==> src/rtl/vector_lane_sequencer_pkg.sv <==
// rtl/vector_lane_sequencer_pkg.sv - shared sizes, state encoding and element/group helpers
package vector_lane_sequencer_pkg;

    localparam int LEN              = 32;
    localparam int VECTOR_SIZE      = 8;
    localparam int ENTRY_INDEX_SIZE = 3;
    localparam int LANE_INDEX_SIZE  = 1;
    localparam int LANE_NUM         = 2 ** LANE_INDEX_SIZE;
    localparam int GROUP_NUM        = VECTOR_SIZE / LANE_NUM;
    localparam int GROUP_INDEX_SIZE = (ENTRY_INDEX_SIZE > LANE_INDEX_SIZE) ?
                                      (ENTRY_INDEX_SIZE - LANE_INDEX_SIZE) : 1;

    typedef logic [ENTRY_INDEX_SIZE:0]     vl_t;
    typedef logic [GROUP_INDEX_SIZE-1:0]   group_t;
    typedef logic [VECTOR_SIZE*LEN-1:0]    vec_t;
    typedef logic [LANE_NUM*LEN-1:0]       lane_vec_t;

    typedef enum logic [1:0] {
        IDLE = 2'd0,
        EXEC = 2'd1,
        DONE = 2'd2
    } seq_state_e;

    typedef struct packed {
        logic   found;
        group_t idx;
    } group_pick_t;

    // Element i of a packed register vector.
    function automatic logic [LEN-1:0] elem_get(input vec_t v, input int i);
        return v[i*LEN +: LEN];
    endfunction

    // vl can encode values above the register length; anything beyond is meaningless.
    function automatic vl_t clamp_vl(input vl_t vl);
        return (vl > vl_t'(VECTOR_SIZE)) ? vl_t'(VECTOR_SIZE) : vl;
    endfunction

    // A group is worth a cycle only if it holds at least one live, enabled element.
    function automatic logic group_enabled(input int g, input vl_t vl, input logic vm,
                                           input logic [VECTOR_SIZE-1:0] mask);
        logic en;
        int   e;
        en = 1'b0;
        for (int l = 0; l < LANE_NUM; l++) begin
            e = g * LANE_NUM + l;
            if ((e < int'(vl)) && (vm || mask[e])) begin
                en = 1'b1;
            end
        end
        return en;
    endfunction

    // Lowest enabled group at or above 'from'.
    function automatic group_pick_t find_group(input int from, input vl_t vl, input logic vm,
                                               input logic [VECTOR_SIZE-1:0] mask);
        group_pick_t pick;
        pick = '0;
        for (int g = GROUP_NUM - 1; g >= 0; g--) begin
            if ((g >= from) && group_enabled(g, vl, vm, mask)) begin
                pick.found = 1'b1;
                pick.idx   = group_t'(g);
            end
        end
        return pick;
    endfunction

endpackage

==> src/rtl/vector_lane_sequencer_if.sv <==
// rtl/vector_lane_sequencer_if.sv - instruction, lane broadcast and writeback bus of the sequencer
// slave  : sequencer side (takes instruction + lane results, drives lanes + writeback)
// master : upstream/lane/writeback side
interface vector_lane_sequencer_if;
    import vector_lane_sequencer_pkg::*;

    logic                   start_valid;
    logic                   start_ready;
    vl_t                    vl;
    logic                   vm;
    logic [VECTOR_SIZE-1:0] mask_bits;
    vec_t                   vs1_data;
    vec_t                   vs2_data;
    logic [LEN-1:0]         imm;
    logic [LEN-1:0]         rs;
    logic [2:0]             alu_signal;
    logic [1:0]             vec_operand_type;
    logic [5:0]             funct6;

    lane_vec_t              lane_vs1;
    lane_vec_t              lane_vs2;
    lane_vec_t              lane_mask;
    logic [LEN-1:0]         lane_imm;
    logic [LEN-1:0]         lane_rs;
    logic [2:0]             lane_alu_signal;
    logic [1:0]             lane_operand_type;
    logic [5:0]             lane_funct6;
    logic [LANE_NUM-1:0]    lane_active;
    lane_vec_t              lane_result;

    logic                   result_valid;
    logic                   result_ready;
    vec_t                   result_data;
    logic [VECTOR_SIZE-1:0] result_we;
    logic                   busy;

    modport slave (
        input  start_valid, vl, vm, mask_bits, vs1_data, vs2_data, imm, rs,
               alu_signal, vec_operand_type, funct6, lane_result, result_ready,
        output start_ready, lane_vs1, lane_vs2, lane_mask, lane_imm, lane_rs,
               lane_alu_signal, lane_operand_type, lane_funct6, lane_active,
               result_valid, result_data, result_we, busy
    );

    modport master (
        output start_valid, vl, vm, mask_bits, vs1_data, vs2_data, imm, rs,
               alu_signal, vec_operand_type, funct6, lane_result, result_ready,
        input  start_ready, lane_vs1, lane_vs2, lane_mask, lane_imm, lane_rs,
               lane_alu_signal, lane_operand_type, lane_funct6, lane_active,
               result_valid, result_data, result_we, busy
    );

endinterface

==> src/rtl/vector_lane_sequencer_group_select.sv <==
// rtl/vector_lane_sequencer_group_select.sv - combinational per-group lane operand select and next-group search
// Macro: VECTOR_SEQ_GROUP_SKIP_EN selects masked-group skipping for the next-group search.
// Ports: group_i, vs1_i, vs2_i, vl_i, vm_i, mask_i in; lane_vs1_o, lane_vs2_o, lane_mask_o,
//        lane_active_o, lane_we_o, next_found_o, next_group_o out.
module vector_group_select
    import vector_lane_sequencer_pkg::*;
(
    input  group_t                 group_i,
    input  vec_t                   vs1_i,
    input  vec_t                   vs2_i,
    input  vl_t                    vl_i,
    input  logic                   vm_i,
    input  logic [VECTOR_SIZE-1:0] mask_i,
    output lane_vec_t              lane_vs1_o,
    output lane_vec_t              lane_vs2_o,
    output lane_vec_t              lane_mask_o,
    output logic [LANE_NUM-1:0]    lane_active_o,
    output logic [LANE_NUM-1:0]    lane_we_o,
    output logic                   next_found_o,
    output group_t                 next_group_o
);

    int   e;
    logic en;

    always_comb begin
        lane_vs1_o    = '0;
        lane_vs2_o    = '0;
        lane_mask_o   = '0;
        lane_active_o = '0;
        lane_we_o     = '0;
        e             = 0;
        en            = 1'b0;
        for (int l = 0; l < LANE_NUM; l++) begin
            e  = int'(group_i) * LANE_NUM + l;
            en = vm_i | mask_i[e];
            lane_vs1_o[l*LEN +: LEN]  = elem_get(vs1_i, e);
            lane_vs2_o[l*LEN +: LEN]  = elem_get(vs2_i, e);
            lane_mask_o[l*LEN +: LEN] = {{(LEN-1){1'b0}}, en};
            lane_active_o[l]          = (e < int'(vl_i));
            lane_we_o[l]              = (e < int'(vl_i)) && en;
        end
    end

`ifdef VECTOR_SEQ_GROUP_SKIP_EN
    group_pick_t pick;

    always_comb begin
        pick         = find_group(int'(group_i) + 1, vl_i, vm_i, mask_i);
        next_found_o = pick.found;
        next_group_o = pick.idx;
    end
`else
    always_comb begin
        next_found_o = ((int'(group_i) + 1) * LANE_NUM) < int'(vl_i);
        next_group_o = group_i + group_t'(1);
    end
`endif

endmodule

==> src/rtl/vector_lane_sequencer.sv <==
// rtl/vector_lane_sequencer.sv - issue-side sequencer stepping a vector instruction over the lane ALUs
// Macro: VECTOR_SEQ_GROUP_SKIP_EN - groups with no enabled element cost no EXEC cycle.
// Ports: clk, rst_n (sync active-low); bus (vector_lane_sequencer_if.slave): instruction
//        handshake start_valid/start_ready + operands, lane broadcast lane_* / lane_active,
//        lane_result from the ALUs, writeback result_valid/result_ready/result_data/result_we, busy.
module vector_lane_sequencer
    import vector_lane_sequencer_pkg::*;
(
    input  logic                    clk,
    input  logic                    rst_n,
    vector_lane_sequencer_if.slave  bus
);

    seq_state_e             state_q;
    group_t                 group_q;
    vl_t                    vl_q;
    logic                   vm_q;
    logic [VECTOR_SIZE-1:0] mask_q;
    vec_t                   vs1_q;
    vec_t                   vs2_q;
    logic [LEN-1:0]         imm_q;
    logic [LEN-1:0]         rs_q;
    logic [2:0]             alu_q;
    logic [1:0]             optype_q;
    logic [5:0]             funct6_q;
    vec_t                   result_q;
    logic [VECTOR_SIZE-1:0] we_q;
    logic                   start_ready_q;
    logic                   result_valid_q;
    logic                   busy_q;

    vl_t                    vl_in_c;
    group_pick_t            first_c;
    logic                   exec_c;

    lane_vec_t              sel_vs1;
    lane_vec_t              sel_vs2;
    lane_vec_t              sel_mask;
    logic [LANE_NUM-1:0]    sel_active;
    logic [LANE_NUM-1:0]    sel_we;
    logic                   sel_next_found;
    group_t                 sel_next_group;

    vector_group_select u_group_select (
        .group_i       (group_q),
        .vs1_i         (vs1_q),
        .vs2_i         (vs2_q),
        .vl_i          (vl_q),
        .vm_i          (vm_q),
        .mask_i        (mask_q),
        .lane_vs1_o    (sel_vs1),
        .lane_vs2_o    (sel_vs2),
        .lane_mask_o   (sel_mask),
        .lane_active_o (sel_active),
        .lane_we_o     (sel_we),
        .next_found_o  (sel_next_found),
        .next_group_o  (sel_next_group)
    );

    assign exec_c  = (state_q == EXEC);
    assign vl_in_c = clamp_vl(bus.vl);

    // First group to execute; not found means the instruction goes straight to DONE.
`ifdef VECTOR_SEQ_GROUP_SKIP_EN
    assign first_c = find_group(0, vl_in_c, bus.vm, bus.mask_bits);
`else
    assign first_c = {(vl_in_c != '0), group_t'(0)};
`endif

    always_ff @(posedge clk) begin
        if (!rst_n) begin
            state_q        <= IDLE;
            group_q        <= '0;
            vl_q           <= '0;
            vm_q           <= 1'b0;
            mask_q         <= '0;
            vs1_q          <= '0;
            vs2_q          <= '0;
            imm_q          <= '0;
            rs_q           <= '0;
            alu_q          <= '0;
            optype_q       <= '0;
            funct6_q       <= '0;
            result_q       <= '0;
            we_q           <= '0;
            start_ready_q  <= 1'b1;
            result_valid_q <= 1'b0;
            busy_q         <= 1'b0;
        end else begin
            case (state_q)
                IDLE: begin
                    if (bus.start_valid) begin
                        vl_q          <= vl_in_c;
                        vm_q          <= bus.vm;
                        mask_q        <= bus.mask_bits;
                        vs1_q         <= bus.vs1_data;
                        vs2_q         <= bus.vs2_data;
                        imm_q         <= bus.imm;
                        rs_q          <= bus.rs;
                        alu_q         <= bus.alu_signal;
                        optype_q      <= bus.vec_operand_type;
                        funct6_q      <= bus.funct6;
                        result_q      <= '0;
                        we_q          <= '0;
                        group_q       <= first_c.idx;
                        start_ready_q <= 1'b0;
                        busy_q        <= 1'b1;
                        if (first_c.found) begin
                            state_q <= EXEC;
                        end else begin
                            state_q        <= DONE;
                            result_valid_q <= 1'b1;
                        end
                    end
                end
                EXEC: begin
                    // Only enabled live elements are written; others stay zero from the accept clear.
                    for (int l = 0; l < LANE_NUM; l++) begin
                        if (sel_we[l]) begin
                            result_q[(int'(group_q) * LANE_NUM + l) * LEN +: LEN] <= bus.lane_result[l*LEN +: LEN];
                            we_q[int'(group_q) * LANE_NUM + l] <= 1'b1;
                        end
                    end
                    if (sel_next_found) begin
                        group_q <= sel_next_group;
                    end else begin
                        state_q        <= DONE;
                        result_valid_q <= 1'b1;
                    end
                end
                DONE: begin
                    if (bus.result_ready) begin
                        state_q        <= IDLE;
                        result_valid_q <= 1'b0;
                        start_ready_q  <= 1'b1;
                        busy_q         <= 1'b0;
                    end
                end
                default: begin
                    state_q <= IDLE;
                end
            endcase
        end
    end

    assign bus.lane_vs1          = exec_c ? sel_vs1    : '0;
    assign bus.lane_vs2          = exec_c ? sel_vs2    : '0;
    assign bus.lane_mask         = exec_c ? sel_mask   : '0;
    assign bus.lane_active       = exec_c ? sel_active : '0;
    assign bus.lane_imm          = exec_c ? imm_q      : '0;
    assign bus.lane_rs           = exec_c ? rs_q       : '0;
    assign bus.lane_alu_signal   = exec_c ? alu_q      : '0;
    assign bus.lane_operand_type = exec_c ? optype_q   : '0;
    assign bus.lane_funct6       = exec_c ? funct6_q   : '0;

    assign bus.start_ready  = start_ready_q;
    assign bus.result_valid = result_valid_q;
    assign bus.result_data  = result_q;
    assign bus.result_we    = we_q;
    assign bus.busy         = busy_q;

endmodule

==> src/flat_wrapper.sv <==
// flat-port wrapper written by rule: the top's interface ports become plain ports
module vector_lane_sequencer_flat import vector_lane_sequencer_pkg::*;
  (clk, rst_n, bus_start_valid, bus_vl, bus_vm, bus_mask_bits, bus_vs1_data, bus_vs2_data, bus_imm, bus_rs, bus_alu_signal, bus_vec_operand_type, bus_funct6, bus_lane_result, bus_result_ready, bus_start_ready, bus_lane_vs1, bus_lane_vs2, bus_lane_mask, bus_lane_imm, bus_lane_rs, bus_lane_alu_signal, bus_lane_operand_type, bus_lane_funct6, bus_lane_active, bus_result_valid, bus_result_data, bus_result_we, bus_busy);
  vector_lane_sequencer_if bus_i ();
  input  logic clk;
  input  logic rst_n;
  input wire logic [$bits(bus_i.start_valid)-1:0] bus_start_valid;
  input wire logic [$bits(bus_i.vl)-1:0] bus_vl;
  input wire logic [$bits(bus_i.vm)-1:0] bus_vm;
  input wire logic [$bits(bus_i.mask_bits)-1:0] bus_mask_bits;
  input wire logic [$bits(bus_i.vs1_data)-1:0] bus_vs1_data;
  input wire logic [$bits(bus_i.vs2_data)-1:0] bus_vs2_data;
  input wire logic [$bits(bus_i.imm)-1:0] bus_imm;
  input wire logic [$bits(bus_i.rs)-1:0] bus_rs;
  input wire logic [$bits(bus_i.alu_signal)-1:0] bus_alu_signal;
  input wire logic [$bits(bus_i.vec_operand_type)-1:0] bus_vec_operand_type;
  input wire logic [$bits(bus_i.funct6)-1:0] bus_funct6;
  input wire logic [$bits(bus_i.lane_result)-1:0] bus_lane_result;
  input wire logic [$bits(bus_i.result_ready)-1:0] bus_result_ready;
  output wire logic [$bits(bus_i.start_ready)-1:0] bus_start_ready;
  output wire logic [$bits(bus_i.lane_vs1)-1:0] bus_lane_vs1;
  output wire logic [$bits(bus_i.lane_vs2)-1:0] bus_lane_vs2;
  output wire logic [$bits(bus_i.lane_mask)-1:0] bus_lane_mask;
  output wire logic [$bits(bus_i.lane_imm)-1:0] bus_lane_imm;
  output wire logic [$bits(bus_i.lane_rs)-1:0] bus_lane_rs;
  output wire logic [$bits(bus_i.lane_alu_signal)-1:0] bus_lane_alu_signal;
  output wire logic [$bits(bus_i.lane_operand_type)-1:0] bus_lane_operand_type;
  output wire logic [$bits(bus_i.lane_funct6)-1:0] bus_lane_funct6;
  output wire logic [$bits(bus_i.lane_active)-1:0] bus_lane_active;
  output wire logic [$bits(bus_i.result_valid)-1:0] bus_result_valid;
  output wire logic [$bits(bus_i.result_data)-1:0] bus_result_data;
  output wire logic [$bits(bus_i.result_we)-1:0] bus_result_we;
  output wire logic [$bits(bus_i.busy)-1:0] bus_busy;
  assign bus_i.start_valid = bus_start_valid;
  assign bus_i.vl = bus_vl;
  assign bus_i.vm = bus_vm;
  assign bus_i.mask_bits = bus_mask_bits;
  assign bus_i.vs1_data = bus_vs1_data;
  assign bus_i.vs2_data = bus_vs2_data;
  assign bus_i.imm = bus_imm;
  assign bus_i.rs = bus_rs;
  assign bus_i.alu_signal = bus_alu_signal;
  assign bus_i.vec_operand_type = bus_vec_operand_type;
  assign bus_i.funct6 = bus_funct6;
  assign bus_i.lane_result = bus_lane_result;
  assign bus_i.result_ready = bus_result_ready;
  assign bus_start_ready = bus_i.start_ready;
  assign bus_lane_vs1 = bus_i.lane_vs1;
  assign bus_lane_vs2 = bus_i.lane_vs2;
  assign bus_lane_mask = bus_i.lane_mask;
  assign bus_lane_imm = bus_i.lane_imm;
  assign bus_lane_rs = bus_i.lane_rs;
  assign bus_lane_alu_signal = bus_i.lane_alu_signal;
  assign bus_lane_operand_type = bus_i.lane_operand_type;
  assign bus_lane_funct6 = bus_i.lane_funct6;
  assign bus_lane_active = bus_i.lane_active;
  assign bus_result_valid = bus_i.result_valid;
  assign bus_result_data = bus_i.result_data;
  assign bus_result_we = bus_i.result_we;
  assign bus_busy = bus_i.busy;
  vector_lane_sequencer u_core (.clk(clk), .rst_n(rst_n), .bus(bus_i));
endmodule
==> config.mk <==
export PLATFORM = sky130hd
export DESIGN_NAME = vector_lane_sequencer_flat
export DESIGN_NICKNAME = d
export VERILOG_FILES = /design/src/rtl/vector_lane_sequencer_pkg.sv /design/src/rtl/vector_lane_sequencer_if.sv /design/src/rtl/vector_lane_sequencer_group_select.sv /design/src/rtl/vector_lane_sequencer.sv /design/src/flat_wrapper.sv
export SDC_FILE = /design/constraint.sdc
export NUM_CORES = 1
export LEC_CHECK = 0
export CAP_MARGIN = 20
export CORE_AREA = 5 5 463 465
export CTS_CLUSTER_SIZE = 28
export DETAILED_ROUTE_END_ITERATION = 7
export DIE_AREA = 0 0 468 470
export PLACE_DENSITY = 0.46
export SLEW_MARGIN = 10
export SYNTH_ARGS = -nofsm -noshare
export SYNTH_HDL_FRONTEND = slang
export SYNTH_SLANG_ARGS = --single-unit
==> constraint.sdc <==
create_clock -name clk -period 6.4 [get_ports clk]
set_input_delay 1.6 -clock clk [delete_from_list [all_inputs] [get_ports clk]]
set_output_delay 1.6 -clock clk [all_outputs]
set_load 0.02 [all_outputs]
Word-level counts from Yosys, hierarchy flattened

Cells that the tools add are included.

Logic and storage cells: 115
Input bits: 668
Output and inout port bits: 536
Register bits after elaboration: 871

Muxes and demuxes: 51
Add/subtract/negate cells: 5
Equal/unequal tests: 7
Magnitude comparators: 8
Shift-type cells: 8
Reduce and logical (&&, ||, !) cells: 15
Bitwise operators: 4

Operators by type and width:

| operator                  | count |
|---|---|
| $mux 256                  | 5 |
| $bwmux 256                | 2 |
| $pmux 256 s2              | 1 |
| $shift 32x33->256 const A | 2 |
| $shiftx 256x32->32        | 2 |
| $shiftx 256x9->32         | 2 |
| $shiftx 32x33->256        | 2 |
| $mux 64                   | 2 |
| $mux 32                   | 2 |
| $mux 8                    | 5 |
| $mux 33                   | 1 |
| $neg 32->33               | 1 |
| $neg 8->33                | 1 |
| $ge 32x1->1 const B       | 1 |
| $lt 32x5->1               | 1 |
| $lt 32x5->1 const B       | 1 |
| $mux 2                    | 8 |
| $pmux 8 s2                | 1 |
| $mux 1                    | 12 |
| $ne 2x2->1 const B        | 5 |
| $reduce_and 3->1          | 3 |
| $or 8x7->8                | 1 |
| $or 8x8->8                | 1 |
| $mux 6                    | 1 |
| 28 further kinds          | 35 |

Logic depth before layout (Yosys ltp)

Depth in word-level cells: 11
Gate-level depth with buffers: 11
Gate-level depth less buffers: 7

By module

From an unflattened synthesis, not the netlist that was laid out.

Cell total of the unflattened synthesis: 4645
Area, all modules: 38906.1 µm²

By module, submodules not included:

| module                | times used | area each (µm²) | seq. area each (µm²) | cells each |
|---|---|---|---|---|
| vector_lane_sequencer | 1          | 35086.2         | 17436.7              | 4397 |
| vector_group_select   | 1          | 3819.9          | 0.0                  | 248 |

Worst setup path before layout

No wires, ideal clock.

Path kind: register to output
Start: reg u_core.group_q[0]
End: out bus_lane_active[0]
Required time: 4800 ps
Arrival: 1910 ps
Path slack: 2890 ps
Buffers on the path: 2
Stages on the path, launching flop included: 8
Cell sequence: dfxtp_1 > buf_6 > buf_2 > inv_1 > ha_1 > or2_2 > a21oi_4 > nor2_1

Longest elaborated chain between the ends: 2

Ends and longest elaborated chain:

| element                | RTL line                                 | RTL |
|---|---|---|
| start, declared        | vector_lane_sequencer.sv:15              | `group_t group_q;` |
| start signal, assigned | vector_lane_sequencer.sv:105             | `group_q <= first_c.idx;` |
| start signal, assigned | vector_lane_sequencer.sv:125             | `group_q <= sel_next_group;` |
| $lt 3x4->1             | vector_lane_sequencer_group_select.sv:40 | `lane_active_o[l] = (e < int'(vl_i));` |
| $mux 2                 | vector_lane_sequencer.sv:149             | `assign bus.lane_active = exec_c ? sel_active : '0;` |
| end, declared          | flat_wrapper.sv:29                       | `output wire logic [$bits(bus_i.lane_active)-1:0] bus_lane_active;` |

Every way passes these cells.

Worst setup path in the final report

Start: reg u_core.group_q[1]
End: out bus_lane_active[1]

Longest elaborated chain between the ends: 3

Ends and longest elaborated chain:

| element     | RTL line                                 | RTL |
|---|---|---|
| $add 3x1->4 | vector_lane_sequencer_group_select.sv:35 | `e = int'(group_i) * LANE_NUM + l;` |
| $lt 32x5->1 | vector_lane_sequencer_group_select.sv:40 |  |
| $mux 2      | vector_lane_sequencer.sv:149             |  |

Every way passes these cells.

==> flow_summary.json <==
{
  "hold_buffers": 0,
  "dieArea_um2": 220000,
  "critPathMaxFanout": 30,
  "core_region_area_um2": 209000,
  "finalNonFillerCells": 7790,
  "synth_top_cell_area_share_pct": 47.8,
  "antenna_left": 0,
  "place_congestion": 0.846,
  "max-slew-margin-rel_pct": 17.2,
  "synth_top_area_cell": "dfxtp_1",
  "grt_pass1_wl_um": 257000,
  "seqCellArea_um2": 17400,
  "dr.pass1.iters": 5,
  "ys_ff_latch": 871,
  "async_reset_ff_share_pct": 0,
  "drc": 0,
  "p_total_mw": 14.6,
  "drive_gt1_share_pct": 7.70,
  "wirelength_um": 186000,
  "use_met3_pct": 6.90,
  "min_period_over_period_pct": 81.3,
  "vias": 32100,
  "grtUsageMet1_pct": 19.0,
  "clock_skew_ns": 0.0309,
  "grt_pass1_vias": 32300,
  "cts-root-buf": "clkbuf_16",
  "arrival_ns": 3.60,
  "clkTransAtPathRegs_ns": 0.06,
  "dp_slack_ns": 1.87,
  "ys.flop_type": "dfxtp_1",
  "cts_sinks": 871,
  "final_cell_mix": "nand2_1, clkdlybuf4s50_1, dfxtp_1",
  "hold_class": "reg2reg",
  "timing.setup.tns_ns": 0,
  "synth-seq-area-share_pct": 47.8,
  "yosys_warnings": 0,
  "clockBufferDepth": 3,
  "via_per_inst": 4.12,
  "nets": 5549,
  "syn_to_final_growth_pct": 47.7,
  "status": "finished clean",
  "die-height_um": 470,
  "rsz0062_at_grt": "false",
  "cts_buffers": 108,
  "fp.dieW_um": 468,
  "cts_tree": "built",
  "synthDistinctLibCells": 57,
  "rows": 168,
  "antenna_found_initial": 124,
  "peakVddDrop_mv": 0.203,
  "dp.cells": 7563,
  "synthesis.area_um2": 36500,
  "p_leak_nw": 18.8,
  "tightestPinTransition_ns": 1.24,
  "overflow": 0,
  "h-tree-depth": 3,
  "path_class": "reg2out",
  "dp_hpwl_um": 140000,
  "power_density_nw_per_um2": 272,
  "synth_edf_count": 0,
  "synth_area_leaders": "dfxtp_1, nand2_1, a21boi_0",
  "fmax_ghz": 0.192,
  "pin_count": 1204,
  "fin_ws_ns": 1.20,
  "drtIter0Drc": 1827,
  "finalHoldViolCount": 0,
  "busiest_layer": "met2",
  "worst_setup_path_start_kind": "flip-flop",
  "mostFrequentLayoutCell": "nand2_1",
  "period_needed_ns": 5.20,
  "port_buffers": 1141,
  "synth.avg_cell_area_um2": 9.34,
  "finalMaxSlewViolations": 0,
  "met2_usage_pct": 27.0,
  "nFillCells": 22600,
  "grt.total_usage_pct": 16.2,
  "clock_latency_ns": 0.74,
  "multi_input_area_um2": 17200,
  "cap_violations": 0,
  "start_util_pct": 17.4,
  "cts_setup_buffers": 0,
  "required_ns": 4.80,
  "wire_per_inst_um": 23.9,
  "synthCells": 3903,
  "grt_max_degree": 214,
  "setup_viol": 0,
  "crit_path_end_kind": "output pin",
  "cts_resized": 0
}
stage by stage:
step	hold slack, ns	cell area (µm²)	utilization [%]
after floorplan	0.432	36700	-
after global placement	0.436	50100	24.0
after detailed placement	0.440	50100	24.0
after CTS	0.448	53800	25.7
after global routing	0.470	53800	25.7
final	0.447	53900	25.7
sequential cells by signal, summed over array words and instances (netlist names), 3 cells and up:
| register | count |
|---|---|
| u_core.vs2_q | 256 |
| u_core.bus.result_we | 8 |
| u_core.alu_q | 3 |
| u_core.vl_q | 4 |
| u_core.vs1_q | 256 |
| u_core.rs_q | 32 |
| u_core.imm_q | 32 |
| u_core.bus.result_data | 256 |
| u_core.funct6_q | 6 |
| u_core.mask_q | 8 |
critical path: stages, from the launching register on:
cell and delay (ns):
dfxtp_4 0.67, ha_1 0.37, nor3b_1 0.16, a211oi_2 0.72
clkdlybuf4s50_1 0.95
area by class of cell:
class,count,share of cell area [%]
flip-flops and latches,871,32.4
multi-input cells,2698,32.0
repair buffers,1183,22.2
well taps,2805,6.52
clock buffers,152,5.80
clock inverters,47,0.943
diodes,27,0.125
inverters,7,0.0488
synthesized netlist by cell type (all sizes together), types with 2 or more instances:
cell type,n
a211oi,6
a21boi,599
a21o,3
a21oi,10
a22o,134
a31o,2
a31oi,2
a41oi,6
and2,204
and3,2
and4bb,2
buf,250
clkbuf,138
dfxtp,871
ha,12
inv,7
mux2i,4
mux4,128
nand2,1332
nand2b,5
nand3,2
nand4,2
nor2,13
nor2b,9
nor3,7
nor3b,5
nor4,2
o21ai,2
o2bb2ai,128
o311ai,2
logic make-up (layout without fill, tap and decap cells):
logic type               count (synthesis)  after routing  share of synthesized area, %
AND/OR/NAND/NOR                       1593           1593                          18.3
flip-flops                             871            871                          47.8
multiplexers                           132            132                          8.02
adder cells (fa/ha/maj)                 12             12                         0.412
AO/OA/AOI/OAI                          899            899                          19.6
other                                    1             89                        0.0103
buffers and inverters                  395           1389                          5.82
power breakdown:
group	switching, mW	internal, mW	leakage, nW
Sequential	0.245	5.76	7.11
Combinational	1.32	0.972	9.88
Clock	2.63	3.72	1.78
final timing paths:
path / start / end / slack, ns / cells past startpoint
setup / recovery: u_core.group_q[1] / bus_lane_active[1] / 1.20 / 4
hold / removal: u_core.bus.result_data[4] / u_core.bus.result_data[4] / 0.45 / 2
setup reg to reg: u_core.group_q[1] / u_core.bus.result_data[240] / 3.16 / 5
hold reg to reg: u_core.bus.result_data[4] / u_core.bus.result_data[4] / 0.45 / 2
per-layer routing:
metal	vias up	share of wire, %
met1	15500	40
met2	1151	47
met4	94	2.6
met3	302	10
met5	-	0.34
li1	15100	-
Note: power is estimated with default switching activity, not from simulation.
